===== config.mk =====
export PLATFORM = sky130hd
export DESIGN_NAME = imm_gen_pipe
export DESIGN_NICKNAME = d
export VERILOG_FILES = /design/src/rtl/imm_gen_pipe_pkg.sv /design/src/rtl/imm_fmt_decode.sv /design/src/rtl/imm_gen_pipe.sv
export SDC_FILE = /design/constraint.sdc
export NUM_CORES = 1
export LEC_CHECK = 0
export CORE_MARGIN = 2
export CORE_UTILIZATION = 49
export DETAILED_ROUTE_END_ITERATION = 16
export PLACE_DENSITY_LB_ADDON = 0.25
export SYNTH_ARGS = -nofsm -noshare
export SYNTH_HDL_FRONTEND = slang
export SYNTH_SLANG_ARGS = --single-unit

===== constraint.sdc =====
create_clock -name clk -period 1.5 [get_ports clk]
set_clock_uncertainty 0.05 [all_clocks]
set_input_delay 0.45 -clock clk [delete_from_list [all_inputs] [get_ports clk]]
set_output_delay 0.45 -clock clk [all_outputs]
set_load 0.03 [all_outputs]

===== src/rtl/imm_gen_pipe_pkg.sv =====
// -----------------------------------------------------------------------------
// imm_gen_pipe_pkg
//   Shared constants for the pipelined RISC-V immediate generator:
//     - 3-bit immediate format codes (IMM_FMT_*)
//     - RV32/RV64 base opcode constants (OPC_*)
//     - WORDSIZE, the raw instruction word width
//   Optional feature macro used by the importing files: IMMGEN_CSR_EN
// -----------------------------------------------------------------------------
package imm_gen_pipe_pkg;

   localparam int WORDSIZE = 32;

   typedef logic [2:0] imm_fmt_t;

   localparam imm_fmt_t IMM_FMT_R = 3'd0;
   localparam imm_fmt_t IMM_FMT_I = 3'd1;
   localparam imm_fmt_t IMM_FMT_S = 3'd2;
   localparam imm_fmt_t IMM_FMT_B = 3'd3;
   localparam imm_fmt_t IMM_FMT_U = 3'd4;
   localparam imm_fmt_t IMM_FMT_J = 3'd5;
   localparam imm_fmt_t IMM_FMT_Z = 3'd6;

   localparam logic [6:0] OPC_LOAD      = 7'b0000011;
   localparam logic [6:0] OPC_MISC_MEM  = 7'b0001111;
   localparam logic [6:0] OPC_OP_IMM    = 7'b0010011;
   localparam logic [6:0] OPC_AUIPC     = 7'b0010111;
   localparam logic [6:0] OPC_OP_IMM_32 = 7'b0011011;
   localparam logic [6:0] OPC_STORE     = 7'b0100011;
   localparam logic [6:0] OPC_OP        = 7'b0110011;
   localparam logic [6:0] OPC_LUI       = 7'b0110111;
   localparam logic [6:0] OPC_OP_32     = 7'b0111011;
   localparam logic [6:0] OPC_BRANCH    = 7'b1100011;
   localparam logic [6:0] OPC_JALR      = 7'b1100111;
   localparam logic [6:0] OPC_JAL       = 7'b1101111;
   localparam logic [6:0] OPC_SYSTEM    = 7'b1110011;

endpackage


===== src/rtl/imm_fmt_decode.sv =====
// -----------------------------------------------------------------------------
// imm_fmt_decode
//   Purely combinational opcode classifier used by stage 1 of imm_gen_pipe.
//   Maps the 7-bit major opcode (and funct3 for CSR immediates) to an
//   immediate format code and an illegal-opcode flag.
//   Optional feature: IMMGEN_CSR_EN -- SYSTEM with funct3[2]=1 decodes as
//   format Z (CSR zimm) instead of format I.
// Ports:
//   opcode  in  7  instr[6:0]
//   funct3  in  3  instr[14:12]
//   fmt     out 3  IMM_FMT_* code
//   illegal out 1  opcode not recognised (fmt is R then)
// -----------------------------------------------------------------------------
module imm_fmt_decode
   import imm_gen_pipe_pkg::*;
#(
   parameter int XLEN = 32
) (
   input  logic [6:0] opcode,
   input  logic [2:0] funct3,
   output imm_fmt_t   fmt,
   output logic       illegal
);

   // The W-suffixed opcodes only exist in RV64.
   localparam bit RV64 = (XLEN == 64);

   always_comb begin
      fmt     = IMM_FMT_R;
      illegal = 1'b0;
      case (opcode)
         OPC_LOAD, OPC_MISC_MEM, OPC_OP_IMM, OPC_JALR: fmt = IMM_FMT_I;
         OPC_SYSTEM: begin
`ifdef IMMGEN_CSR_EN
            fmt = funct3[2] ? IMM_FMT_Z : IMM_FMT_I;
`else
            fmt = IMM_FMT_I;
`endif
         end
         OPC_STORE:            fmt = IMM_FMT_S;
         OPC_BRANCH:           fmt = IMM_FMT_B;
         OPC_LUI, OPC_AUIPC:   fmt = IMM_FMT_U;
         OPC_JAL:              fmt = IMM_FMT_J;
         OPC_OP:               fmt = IMM_FMT_R;
         OPC_OP_IMM_32: begin
            fmt     = RV64 ? IMM_FMT_I : IMM_FMT_R;
            illegal = !RV64;
         end
         OPC_OP_32: begin
            fmt     = IMM_FMT_R;
            illegal = !RV64;
         end
         default: begin
            fmt     = IMM_FMT_R;
            illegal = 1'b1;
         end
      endcase
   end

`ifndef IMMGEN_CSR_EN
   // funct3 only matters for the CSR-immediate decode.
   logic unused_funct3;
   assign unused_funct3 = ^funct3;
`endif

endmodule


===== src/rtl/imm_gen_pipe.sv =====
// -----------------------------------------------------------------------------
// imm_gen_pipe
//   Two-stage pipelined RISC-V immediate generator with valid/ready on both
//   sides. Stage 1 registers the instruction, tag and the format decoded from
//   the opcode; stage 2 registers the assembled, sign-extended immediate and
//   drives every out_* port directly. Full throughput, two-cycle latency.
//   Optional feature: IMMGEN_CSR_EN -- CSRR*I encodings yield format Z with a
//   zero-extended 5-bit zimm; when undefined they are plain format I.
// Parameters:
//   XLEN   immediate width, 32 or 64
//   TAG_W  sideband tag width
// Ports:
//   clk, rst_n            clock (rising), asynchronous active-low reset
//   in_valid/in_ready     upstream handshake
//   in_instr [31:0]       raw instruction word
//   in_tag   [TAG_W-1:0]  opaque sideband, returned on out_tag
//   out_valid/out_ready   downstream handshake
//   out_imm  [XLEN-1:0]   sign-extended immediate (0 for R and illegal)
//   out_fmt  [2:0]        format code R=0 I=1 S=2 B=3 U=4 J=5 Z=6
//   out_illegal           opcode not recognised
//   out_tag  [TAG_W-1:0]  tag of the same instruction
// -----------------------------------------------------------------------------
module imm_gen_pipe
   import imm_gen_pipe_pkg::*;
#(
   parameter int XLEN  = 32,
   parameter int TAG_W = 4
) (
   input  logic                clk,
   input  logic                rst_n,
   input  logic                in_valid,
   output logic                in_ready,
   input  logic [WORDSIZE-1:0] in_instr,
   input  logic [TAG_W-1:0]    in_tag,
   output logic                out_valid,
   input  logic                out_ready,
   output logic [XLEN-1:0]     out_imm,
   output logic [2:0]          out_fmt,
   output logic                out_illegal,
   output logic [TAG_W-1:0]    out_tag
);

   // Assemble the 32-bit immediate for a format, then widen to XLEN. The
   // intermediate is signed so the size cast replicates instr[31].
   function automatic logic [XLEN-1:0] build_imm(input logic [31:7] instr,
                                                 input imm_fmt_t    fmt);
      logic signed [31:0] imm32;
      logic [XLEN-1:0]    res;
      imm32 = '0;
      case (fmt)
         IMM_FMT_I: imm32 = {{20{instr[31]}}, instr[31:20]};
         IMM_FMT_S: imm32 = {{20{instr[31]}}, instr[31:25], instr[11:7]};
         IMM_FMT_B: imm32 = {{19{instr[31]}}, instr[31], instr[7],
                             instr[30:25], instr[11:8], 1'b0};
         IMM_FMT_U: imm32 = {instr[31:12], 12'b0};
         IMM_FMT_J: imm32 = {{11{instr[31]}}, instr[31], instr[19:12],
                             instr[20], instr[30:21], 1'b0};
         default:   imm32 = '0;
      endcase
      res = XLEN'(imm32);
`ifdef IMMGEN_CSR_EN
      // zimm is unsigned: zero-extend rs1 field.
      if (fmt == IMM_FMT_Z) res = XLEN'(instr[19:15]);
`endif
      return res;
   endfunction

   imm_fmt_t          dec_fmt;
   logic              dec_ill;

   logic              vld_p1;
   logic [31:7]       instr_p1;
   logic [TAG_W-1:0]  tag_p1;
   imm_fmt_t          fmt_p1;
   logic              ill_p1;

   logic              vld_p2;
   logic [XLEN-1:0]   imm_p2;
   imm_fmt_t          fmt_p2;
   logic              ill_p2;
   logic [TAG_W-1:0]  tag_p2;

   logic              s1_adv;
   logic              s2_adv;

   assign s2_adv = !vld_p2 || out_ready;
   assign s1_adv = !vld_p1 || s2_adv;
   // Held low while reset is asserted so nothing is offered as accepted.
   assign in_ready = rst_n && s1_adv;

   imm_fmt_decode #(.XLEN(XLEN)) u_dec (
      .opcode  (in_instr[6:0]),
      .funct3  (in_instr[14:12]),
      .fmt     (dec_fmt),
      .illegal (dec_ill)
   );

   // ---- Stage 1: capture instruction, tag and decoded format ----
   always_ff @(posedge clk or negedge rst_n) begin
      if (!rst_n) begin
         vld_p1   <= 1'b0;
         instr_p1 <= '0;
         tag_p1   <= '0;
         fmt_p1   <= IMM_FMT_R;
         ill_p1   <= 1'b0;
      end else if (s1_adv) begin
         vld_p1 <= in_valid;
         if (in_valid) begin
            instr_p1 <= in_instr[31:7];
            tag_p1   <= in_tag;
            fmt_p1   <= dec_fmt;
            ill_p1   <= dec_ill;
         end
      end
   end

   // ---- Stage 2: assembled immediate, drives the outputs ----
   always_ff @(posedge clk or negedge rst_n) begin
      if (!rst_n) begin
         vld_p2 <= 1'b0;
         imm_p2 <= '0;
         fmt_p2 <= IMM_FMT_R;
         ill_p2 <= 1'b0;
         tag_p2 <= '0;
      end else if (s2_adv) begin
         vld_p2 <= vld_p1;
         if (vld_p1) begin
            imm_p2 <= build_imm(instr_p1, fmt_p1);
            fmt_p2 <= fmt_p1;
            ill_p2 <= ill_p1;
            tag_p2 <= tag_p1;
         end
      end
   end

   assign out_valid   = vld_p2;
   assign out_imm     = imm_p2;
   assign out_fmt     = fmt_p2;
   assign out_illegal = ill_p2;
   assign out_tag     = tag_p2;

endmodule


==> impl_metrics.py, run 1 <==
metrics = {
    "global_route": {
        "grt_use_total_pct": 20.2,
        "grt_pass1_wl_um": 11500,
        "antenna_found_initial": 0,
        "grt.overflow.total": 0,
        "grt_pass1_vias": 2432,
        "grt_max_degree": 76,
    },
    "route": {
        "wl_met2_um": 3460,
        "first_iter_violations": 160,
        "viasPerCell": 5.41,
        "top_layer": "met4",
        "wl_met1_um": 3220,
        "vias": 2395,
        "avgRoutedWirePerCell_um": 16.0,
        "drc": 0,
        "wirelength_um": 7090,
        "dr_wl_met3_um": 297,
        "ant_nets": 0,
        "drt-pass1-iter-count": 4,
    },
    "final_layout": {
        "nNetsFinal": 401,
        "final_area_um2": 4550,
        "utilization_pct": 70.8,
        "n_antenna_cell": 0,
        "drive_above_1_share_pct": 36.1,
        "final_common_cell": "dfrtp_1",
        "fillCellCount": 465,
        "final_cell_mix": "dfrtp_1 (74), buf_4 (59), clkdlybuf4s50_1 (37), nand2_1 (31), mux2_4 (29)",
        "stdcell_count": 443,
        "syn_to_final_growth_pct": 37.7,
    },
    "floorplan": {
        "die_area_um2": 7410,
        "core_um2": 6420,
        "die-height_um": 86.1,
        "dieWidth_um": 86.1,
        "core.rowCount": 29,
        "pin_count": 82,
        "start_util_pct": 51.4,
    },
    "status": {
        "outcome": "finished, violations left",
        "violations": "setup timing",
    },
    "timing": {
        "min_period_ps": 1620,
        "setup_violations": 9,
        "max_freq_mhz": 619,
        "slew_headroom_pct": 73.3,
        "worstMarginPinSlew_ps": 401,
        "setup_ws_ps": -115,
        "setup_tns_ps": -143,
        "grt_setup_unrepaired": "yes",
        "drv_slew": 0,
        "finalHoldViolCount": 0,
        "fin_crit_sh_pct": 108,
        "hold_ws_ps": 99.7,
    },
    "clocking": {
        "clock_sinks": 75,
        "cts_buffer_depth": 2,
        "worstSkewPairLatency_ps": 340,
        "cts_tree": "done",
        "clk_pin_slew_worst_paths_ps": 80,
        "numCtsBuffers": 9,
        "htree_levels": 3,
        "ctsRootBufferMaster": "clkbuf_8",
        "ctsHoldBuffers": 0,
    },
    "setup_path": {
        "cp-start-kind": "register",
        "r2r_setup_slack_ps": -10,
        "r2r_cells": 5,
        "path_class": "register to output port",
        "timing.rr.start": "out_valid",
        "r2r-end": "instr_p1[20]",
        "crit_fanout": 3,
        "crit_arrival_ps": 1120,
        "required_ps": 1000,
        "endpoint_kind": "output port",
    },
    "logic_synthesis": {
        "ys_seq_area_share_pct": 56.8,
        "synth_top_area_share_pct": 56.8,
        "avgSynthCellArea_um2": 12.7,
        "netlist_instances": 261,
        "yosys_register_bits": 75,
        "netlist_area_um2": 3300,
        "yosys-top-cells-area": "dfrtp_1 (57%), mux2_4 (13%), o21ai_0 (3.9%)",
        "async_flop_share_pct": 100,
        "synth_edf_count": 0,
        "syn_nets": 301,
        "synth_flop_cell": "dfrtp_1",
        "ys_types": 38,
        "synth_area_leader_cell": "dfrtp_1",
        "yosys_warnings": 0,
    },
    "placed_design": {
        "numPortBuffers": 81,
        "place_inst": 422,
        "dpl-instance-area_um2": 4220,
        "hpwl_um": 4900,
        "place.gp.congestion": 0.791,
    },
    "hold_path": {
        "hp-class": "primary input to asynchronous set/reset pin",
    },
    "power_and_ir_drop": {
        "total_leakage_power_uw": 0.00209,
        "irDropWorstVdd_mv": 0.645,
        "p_per_area_nw_per_um2": 1160,
    },
    "run": {
        "cap_violations": 0,
    },
}
==> per-stage QoR <==
| step | setup WS [ps] | total power (uW) |
|---|---|---|
| after floorplan | 28.6 | 2970 |
| after global placement | -402 | 3380 |
| after detailed placement | -437 | 3410 |
| after CTS | -131 | 5290 |
| after global routing | -154 | 5510 |
| final | -115 | 5270 |
==> cells in the mapped netlist, drive strengths merged (2+ instances only) <==
| library cell | instances |
|---|---|
| nand4b | 2 |
| nand2 | 32 |
| nor2 | 5 |
| nand2b | 4 |
| o21ai | 29 |
| a21oi | 11 |
| dfrtp | 75 |
| nor2b | 5 |
| and2 | 3 |
| mux2 | 39 |
| buf | 18 |
| a22o | 6 |
| a22oi | 15 |
==> critical path: stages, from the launching register on <==
cell and delay (ps):
dfrtp_2 430, nand3b_4 80, and2_4 140, buf_6 120
==> timing repair <==
item	CTS	global route
hold endpoints to repair	0	0
buffers inserted	1	2
cloned	0	2
pin swaps	2	0
endpoints found under the setup margin	37	25
resized for setup	4	3
==> cells by family after synthesis <==
family | Yosys count | share of synthesized area [%]
AOI/OAI and AO/OA | 69 | 13.1
buffers and inverters | 20 | 4.43
muxes | 40 | 16.8
DFF | 75 | 56.8
and+or+nand+nor | 57 | 8.87
==> report_power, final <==
group          leakage [uW]  total, uW  internal, uW  switching (uW)
clock              0.000117       1860          1150             709
combinational       0.00103       1040           560             479
sequential         0.000951       2370          2230             140
==> state kept, by name, summed over array words and instances (netlist names) <==
signal / count
vld_p1: 1
out_tag: 4
out_illegal: 1
out_fmt: 3
tag_p1: 4
instr_p1: 25
out_valid: 1
out_imm: 32
fmt_p1: 3
ill_p1: 1
==> final cells by class <==
cell class | count | area (um2) | area share [%]
multi-input combinational | 166 | 1290 | 28.4
tap | 77 | 96.3 | 2.12
clock buffer | 12 | 145 | 3.19
timing repair buffer | 108 | 1030 | 22.8
sequential | 75 | 1880 | 41.3
clock inverter | 4 | 97.6 | 2.15
inverter | 1 | 3.75 | 0.0825
==> how the worst max path moves through the flow <==
stage          startpoint           end  cells past startpoint
2_1_floorplan   out_ready  instr_p1[25]                      5
3_3_place_gp    out_ready     tag_p1[0]                      5
3_5_place_dp    out_ready     tag_p1[0]                      5
4_1_cts            vld_p1      in_ready                      3
5_1_grt         out_valid      in_ready                      3
6_report        out_valid      in_ready                      3
==> metal layers <==
metal,GRT usage [%],up-vias
met2,32.8,63
li1,-,1136
met4,9.09,0
met1,26.6,1188
met3,3.46,8
met5,0,-
Note: power is estimated with default switching activity, not from simulation.
==> inputs of run 2 (changes only) <==
SYNTH_HIERARCHICAL = 1   (was unset)
==> run 2 against run 1 <==
Effect of this change:
- the flow still finishes with violations (setup timing)
- register-to-register slack improved by 30 ps
- global-route usage rose by 1.3 points
- sequential power shrank 2%
- core utilization down 0.42 points
- total power decreased by 6.8%
- critical path depth did not move
- count of clock-buffer cells in the layout down 1
==> impl_metrics.py, run 2 <==
metrics = {
    "status": {
        "outcome": "finished, violations left",
        "violations": "setup timing",
    },
    "setup_path": {
        "crit_start": "vld_p1",
        "required_ps": 1000,
        "crit_path_max_incr_delay_ps": 400,
        "crit_fanout": 2,
        "cp-start-kind": "register",
        "path_class": "register to output port",
        "path_delay_family": "flip-flops",
        "crit_arrival_ps": 1130,
        "crit_chain": "nand3b_1 -> and2_4 -> buf_6",
        "endpoint_kind": "output port",
        "cp_num_buf_inv": 1,
        "slowest_stage": "dfrtp_1",
        "timing.rr.start": "vld_p1",
    },
    "logic_synthesis": {
        "synth_most_common_cell": "dfrtp_1",
        "synth_edf_count": 0,
        "synthXorXnorAreaFrac_pct": 0.268,
        "synth_common_cells": "dfrtp_1 (75), mux2_2 (46), o2bb2ai_1 (22)",
        "synth_top_family_by_area": "multiplexers",
        "yosys.area_share.simple_pct": 6.17,
        "synth_flop_cell": "dfrtp_1",
        "avgSynthCellArea_um2": 14.0,
        "synth_top_area_share_pct": 57.5,
        "yosys-top-cells-area": "dfrtp_1 (58%), mux2_2 (16%), o2bb2ai_1 (5.9%)",
        "ys_seq_area_share_pct": 57.5,
        "netlist_instances": 233,
        "syn_nets": 273,
        "synthMuxAreaShare_pct": 15.9,
        "yosys_warnings": 6,
        "netlist_area_um2": 3260,
        "yosys_register_bits": 75,
        "async_flop_share_pct": 100,
        "ys_types": 38,
        "synth-compound-area-share_pct": 15.8,
        "synthAdderAreaFrac_pct": 0,
        "synth_area_leader_cell": "dfrtp_1",
    },
    "final_layout": {
        "final_common_cell": "dfrtp_1",
        "multi_input_area_um2": 1260,
        "nNetsFinal": 379,
        "syn_to_final_growth_pct": 37.8,
        "n_antenna_cell": 0,
        "drive_above_1_share_pct": 42.7,
        "fillCellCount": 465,
        "final_cell_mix": "dfrtp_1 (74), buf_4 (63), mux2_2 (46), clkdlybuf4s50_1 (34), o2bb2ai_1 (22)",
        "largest_reg_flops": 32,
        "stdcell_count": 421,
        "register_area_um2": 1880,
    },
    "timing": {
        "slew_headroom_pct": 72.5,
        "worstMarginPinSlew_ps": 412,
        "grt_setup_unrepaired": "yes",
        "fin_crit_sh_pct": 109,
        "finalHoldViolCount": 0,
        "setup_violations": 2,
        "setup_ws_ps": -128,
        "max_freq_mhz": 614,
        "drv_slew": 0,
        "min_period_ps": 1630,
        "setup_tns_ps": -161,
    },
    "route": {
        "wl_met1_um": 3250,
        "vias": 2386,
        "top_layer": "met4",
        "wl_met2_um": 3580,
        "viasPerCell": 5.67,
        "drc": 0,
        "first_iter_violations": 133,
        "ant_nets": 0,
        "drt-pass1-iter-count": 5,
        "wirelength_um": 7400,
        "dr_wl_met3_um": 466,
        "avgRoutedWirePerCell_um": 17.6,
    },
    "clocking": {
        "ctsRootBufferMaster": "clkbuf_8",
        "clock_sinks": 75,
        "cts_tree": "done",
        "worstSkewPairLatency_ps": 340,
        "cts_buffer_depth": 2,
        "htree_levels": 3,
        "clk_pin_slew_worst_paths_ps": 80,
        "numCtsBuffers": 9,
    },
    "global_route": {
        "grt_pass1_wl_um": 12400,
        "grt_max_degree": 76,
        "grt_use_total_pct": 21.5,
        "grt.overflow.total": 0,
        "antenna_found_initial": 0,
        "grt_pass1_vias": 2478,
    },
    "placed_design": {
        "numPortBuffers": 81,
        "place_inst": 400,
        "place.gp.congestion": 0.702,
        "pre_cts_slack_ps": -500,
        "hpwl_um": 5030,
    },
    "power_and_ir_drop": {
        "total_leakage_power_uw": 0.00206,
        "p_per_area_nw_per_um2": 1090,
        "finalPower_uw": 4910,
        "irDropWorstVdd_mv": 0.625,
    },
    "floorplan": {
        "die_area_um2": 7330,
        "pin_count": 82,
        "dieWidth_um": 85.6,
        "start_util_pct": 51.1,
        "die-height_um": 85.6,
        "core.rowCount": 29,
        "core_um2": 6390,
    },
    "hold_path": {
        "hp-class": "primary input to asynchronous set/reset pin",
    },
    "run": {
        "cap_violations": 0,
    },
}
==> run 2: final timing paths <==
path,endpoint,cells past startpoint,slack (ps)
worst min register to register,out_imm[30],1,450
worst max-delay path,in_ready,3,-130
worst max register to register,out_imm[1],5,20
max in group asynchronous,out_imm[11],2,1000
min in group clk,out_imm[30],1,450
worst min-delay path,out_imm[29],2,90
==> run 2: report_power, final <==
group | internal [uW] | switching (uW) | total, uW
clock | 992 | 734 | 1730
combinational | 454 | 406 | 861
sequential | 2200 | 119 | 2320
total | 3650 | 1260 | 4910
==> run 2: kinds of logic after synthesis <==
family / after synthesis
flops: 75
buf+inv: 20
xor+xnor: 1
compound gates: 61
simple gates: 30
mux: 46
==> run 2: final cells by class <==
type / instances / area share [%]
clock inverter: 5 / 1.89
clock buffer: 11 / 3.15
tap: 77 / 2.14
multi-input combinational: 138 / 27.9
inverter: 3 / 0.250
sequential: 75 / 41.8
timing repair buffer: 112 / 22.9
==> run 2: repair_timing <==
action / in CTS / in global routing
cloned: 0 / 1
setup endpoints to repair: 46 / 21
setup buffers: 3 / 1
pin swaps: 3 / 0
hold buffers: 0 / 0
gates resized for setup: 18 / 4
hold endpoints to repair: 0 / 0
==> run 2: metal layers <==
layer	up-vias	GRT usage [%]
met1	1209	30.6
met4	0	8.51
met5	-	0
li1	1086	-
met2	84	32.6
met3	7	4.43
==> run 2: stage by stage <==
step / instance area, um2 / utilization (%) / hold slack, ps
3_5_place_dp: 4210 / 65.9 / 429
5_1_grt: 4500 / 70.4 / 114
2_1_floorplan: 3260 / - / 104
6_report: 4500 / 70.4 / 94.9
4_1_cts: 4450 / 69.7 / 99.6
3_3_place_gp: 4210 / 65.9 / 427
==> inputs of run 3 (changes only) <==
CORE_UTILIZATION = 62   (was 49)
DONT_BUFFER_PORTS = 1   (was unset)
SYNTH_HIERARCHICAL = unset   (was 1)
==> run 3 against run 2 <==
Effect of this change:
- the run ends with hold timing, setup timing left
- first-iteration DRC count increased by 11%
- worst hold slack got worse by 350 ps
- worst setup slack improved by 82 ps
- via count decreased by 11%
- register-to-register slack got worse by 30 ps
- final area decreased by 16%
- wire length decreased by 11%
- critical path type unchanged
==> impl_metrics.py, run 3 (synthesis results as in run 1) <==
metrics = {
    "status": {
        "outcome": "finished, violations left",
        "violations": "hold timing, setup timing",
    },
    "timing": {
        "grt_setup_unrepaired": "yes",
        "setup_violations": 7,
        "slew_headroom_pct": 75.3,
        "max_freq_mhz": 647,
        "worstMarginPinSlew_ps": 369,
        "fin_crit_sh_pct": 103,
        "setup_tns_ps": -73.5,
        "drv_slew": 0,
        "finalHoldViolCount": 75,
        "setup_ws_ps": -46.0,
        "min_period_ps": 1550,
        "hold_ws_ps": -256,
    },
    "global_route": {
        "grt_max_degree": 77,
        "antenna_found_initial": 0,
        "grt_pass1_vias": 2139,
        "grt_pass1_wl_um": 10400,
        "grt_use_total_pct": 23.0,
        "grt.overflow.total": 0,
    },
    "clocking": {
        "clock_sinks": 75,
        "cts_tree": "done",
        "clk_pin_slew_worst_paths_ps": 70,
        "htree_levels": 3,
        "cts_buffer_depth": 2,
        "ctsRootBufferMaster": "clkbuf_8",
        "worstSkewPairLatency_ps": 340,
        "numCtsBuffers": 9,
    },
    "final_layout": {
        "drive_above_1_share_pct": 31.0,
        "nNetsFinal": 320,
        "n_antenna_cell": 0,
        "final_common_cell": "dfrtp_1",
        "syn_to_final_growth_pct": 14.2,
        "largest_reg_flops": 32,
        "final_cell_mix": "dfrtp_1 (74), nand2_1 (31), mux2_4 (28), o21ai_0 (26), buf_4 (17)",
    },
    "setup_path": {
        "crit_start": "out_valid",
        "r2r_cells": 5,
        "timing.rr.start": "out_valid",
        "required_ps": 1000,
        "crit_arrival_ps": 1050,
        "path_class": "register to output port",
        "endpoint_kind": "output port",
        "cp-start-kind": "register",
        "crit_fanout": 3,
    },
    "floorplan": {
        "die-height_um": 77.0,
        "pin_count": 82,
        "core.rowCount": 26,
        "die_area_um2": 5930,
        "start_util_pct": 64.6,
        "dieWidth_um": 77.0,
        "core_um2": 5110,
    },
    "route": {
        "drt-pass1-iter-count": 4,
        "first_iter_violations": 147,
        "viasPerCell": 5.97,
        "vias": 2112,
        "drc": 0,
        "wirelength_um": 6560,
        "ant_nets": 0,
        "avgRoutedWirePerCell_um": 18.5,
    },
    "power_and_ir_drop": {
        "total_leakage_power_uw": 0.00170,
        "irDropWorstVdd_mv": 0.794,
        "clkPwrFrac_pct": 33.0,
        "p_int_uw": 3430,
        "power.switching_uw": 1230,
        "pwr-share-seq_pct": 54.6,
        "p_per_area_nw_per_um2": 1240,
        "p_sw_share_pct": 26.3,
        "p_comb_share_pct": 12.5,
    },
    "run": {
        "cap_violations": 0,
    },
    "hold_path": {
        "hp-class": "primary input to asynchronous set/reset pin",
    },
    "placed_design": {
        "hpwl_um": 4460,
        "place.gp.congestion": 0.777,
        "numPortBuffers": 0,
    },
}
==> run 3: final cells by class <==
cell class,count,area (um2)
sequential,75,1880
fill,334,1340
multi-input combinational,167,1300
timing repair buffer,26,309
clock buffer,13,159
tap,70,87.6
clock inverter,2,35.0
inverter,1,3.75
==> run 3: path summary, 6_finish.rpt <==
kind | endpoint | slack (ps)
hold reg to reg | out_tag[1] | 450
min in group clk | fmt_p1[1] | 160
setup / recovery | in_ready | -50
setup reg to reg | instr_p1[8] | -10
max in group asynchronous | out_valid | 1530
hold / removal | out_imm[8] | -260
==> run 3: per-layer routing <==
layer / part of all wire [%] / GRT usage, % / wire, um
met1: 44 / 30.4 / 2890
met2: 49 / 35.5 / 3230
met3: 5.0 / 6.12 / 327
met4: 1.8 / 10.7 / 115
met5: 0 / 0 / 0
==> run 3: critical path, cell delays in order (launching register included) <==
cell and delay, ps:
dfrtp_2 430, nand3b_4 80, and2_4 190
==> run 3: power by group through the flow <==
stage / Sequential, uW / Combinational [uW] / Clock (uW)
floorplan: 2540 / 432 / 0
global placement: 2570 / 520 / 0
detailed placement: 2580 / 538 / 0
CTS: 2540 / 549 / 1560
global route: 2570 / 621 / 1650
finish: 2540 / 580 / 1540
==> run 3: metrics by stage <==
| stage | setup WS [ps] | instance area (um2) | std cells | total power, uW | util [%] |
|---|---|---|---|---|---|
| floorplan | 28.6 | 3300 | 261 | 2970 | - |
| global placement | 39.2 | 3480 | 333 | 3090 | 68.2 |
| detailed placement | -10.2 | 3480 | 333 | 3120 | 68.2 |
| CTS | -55.7 | 3700 | 350 | 4650 | 72.4 |
| global route | -77.2 | 3770 | 354 | 4830 | 73.8 |
| finish | -46.0 | 3770 | 354 | 4660 | 73.8 |
==> run 3: repair_timing <==
action,in CTS,in global routing
hold endpoints to repair,75,75
pin swaps,2,1
setup buffers,2,1
cloned,0,3
gates resized for setup,3,3
endpoints found under the setup margin,3,37
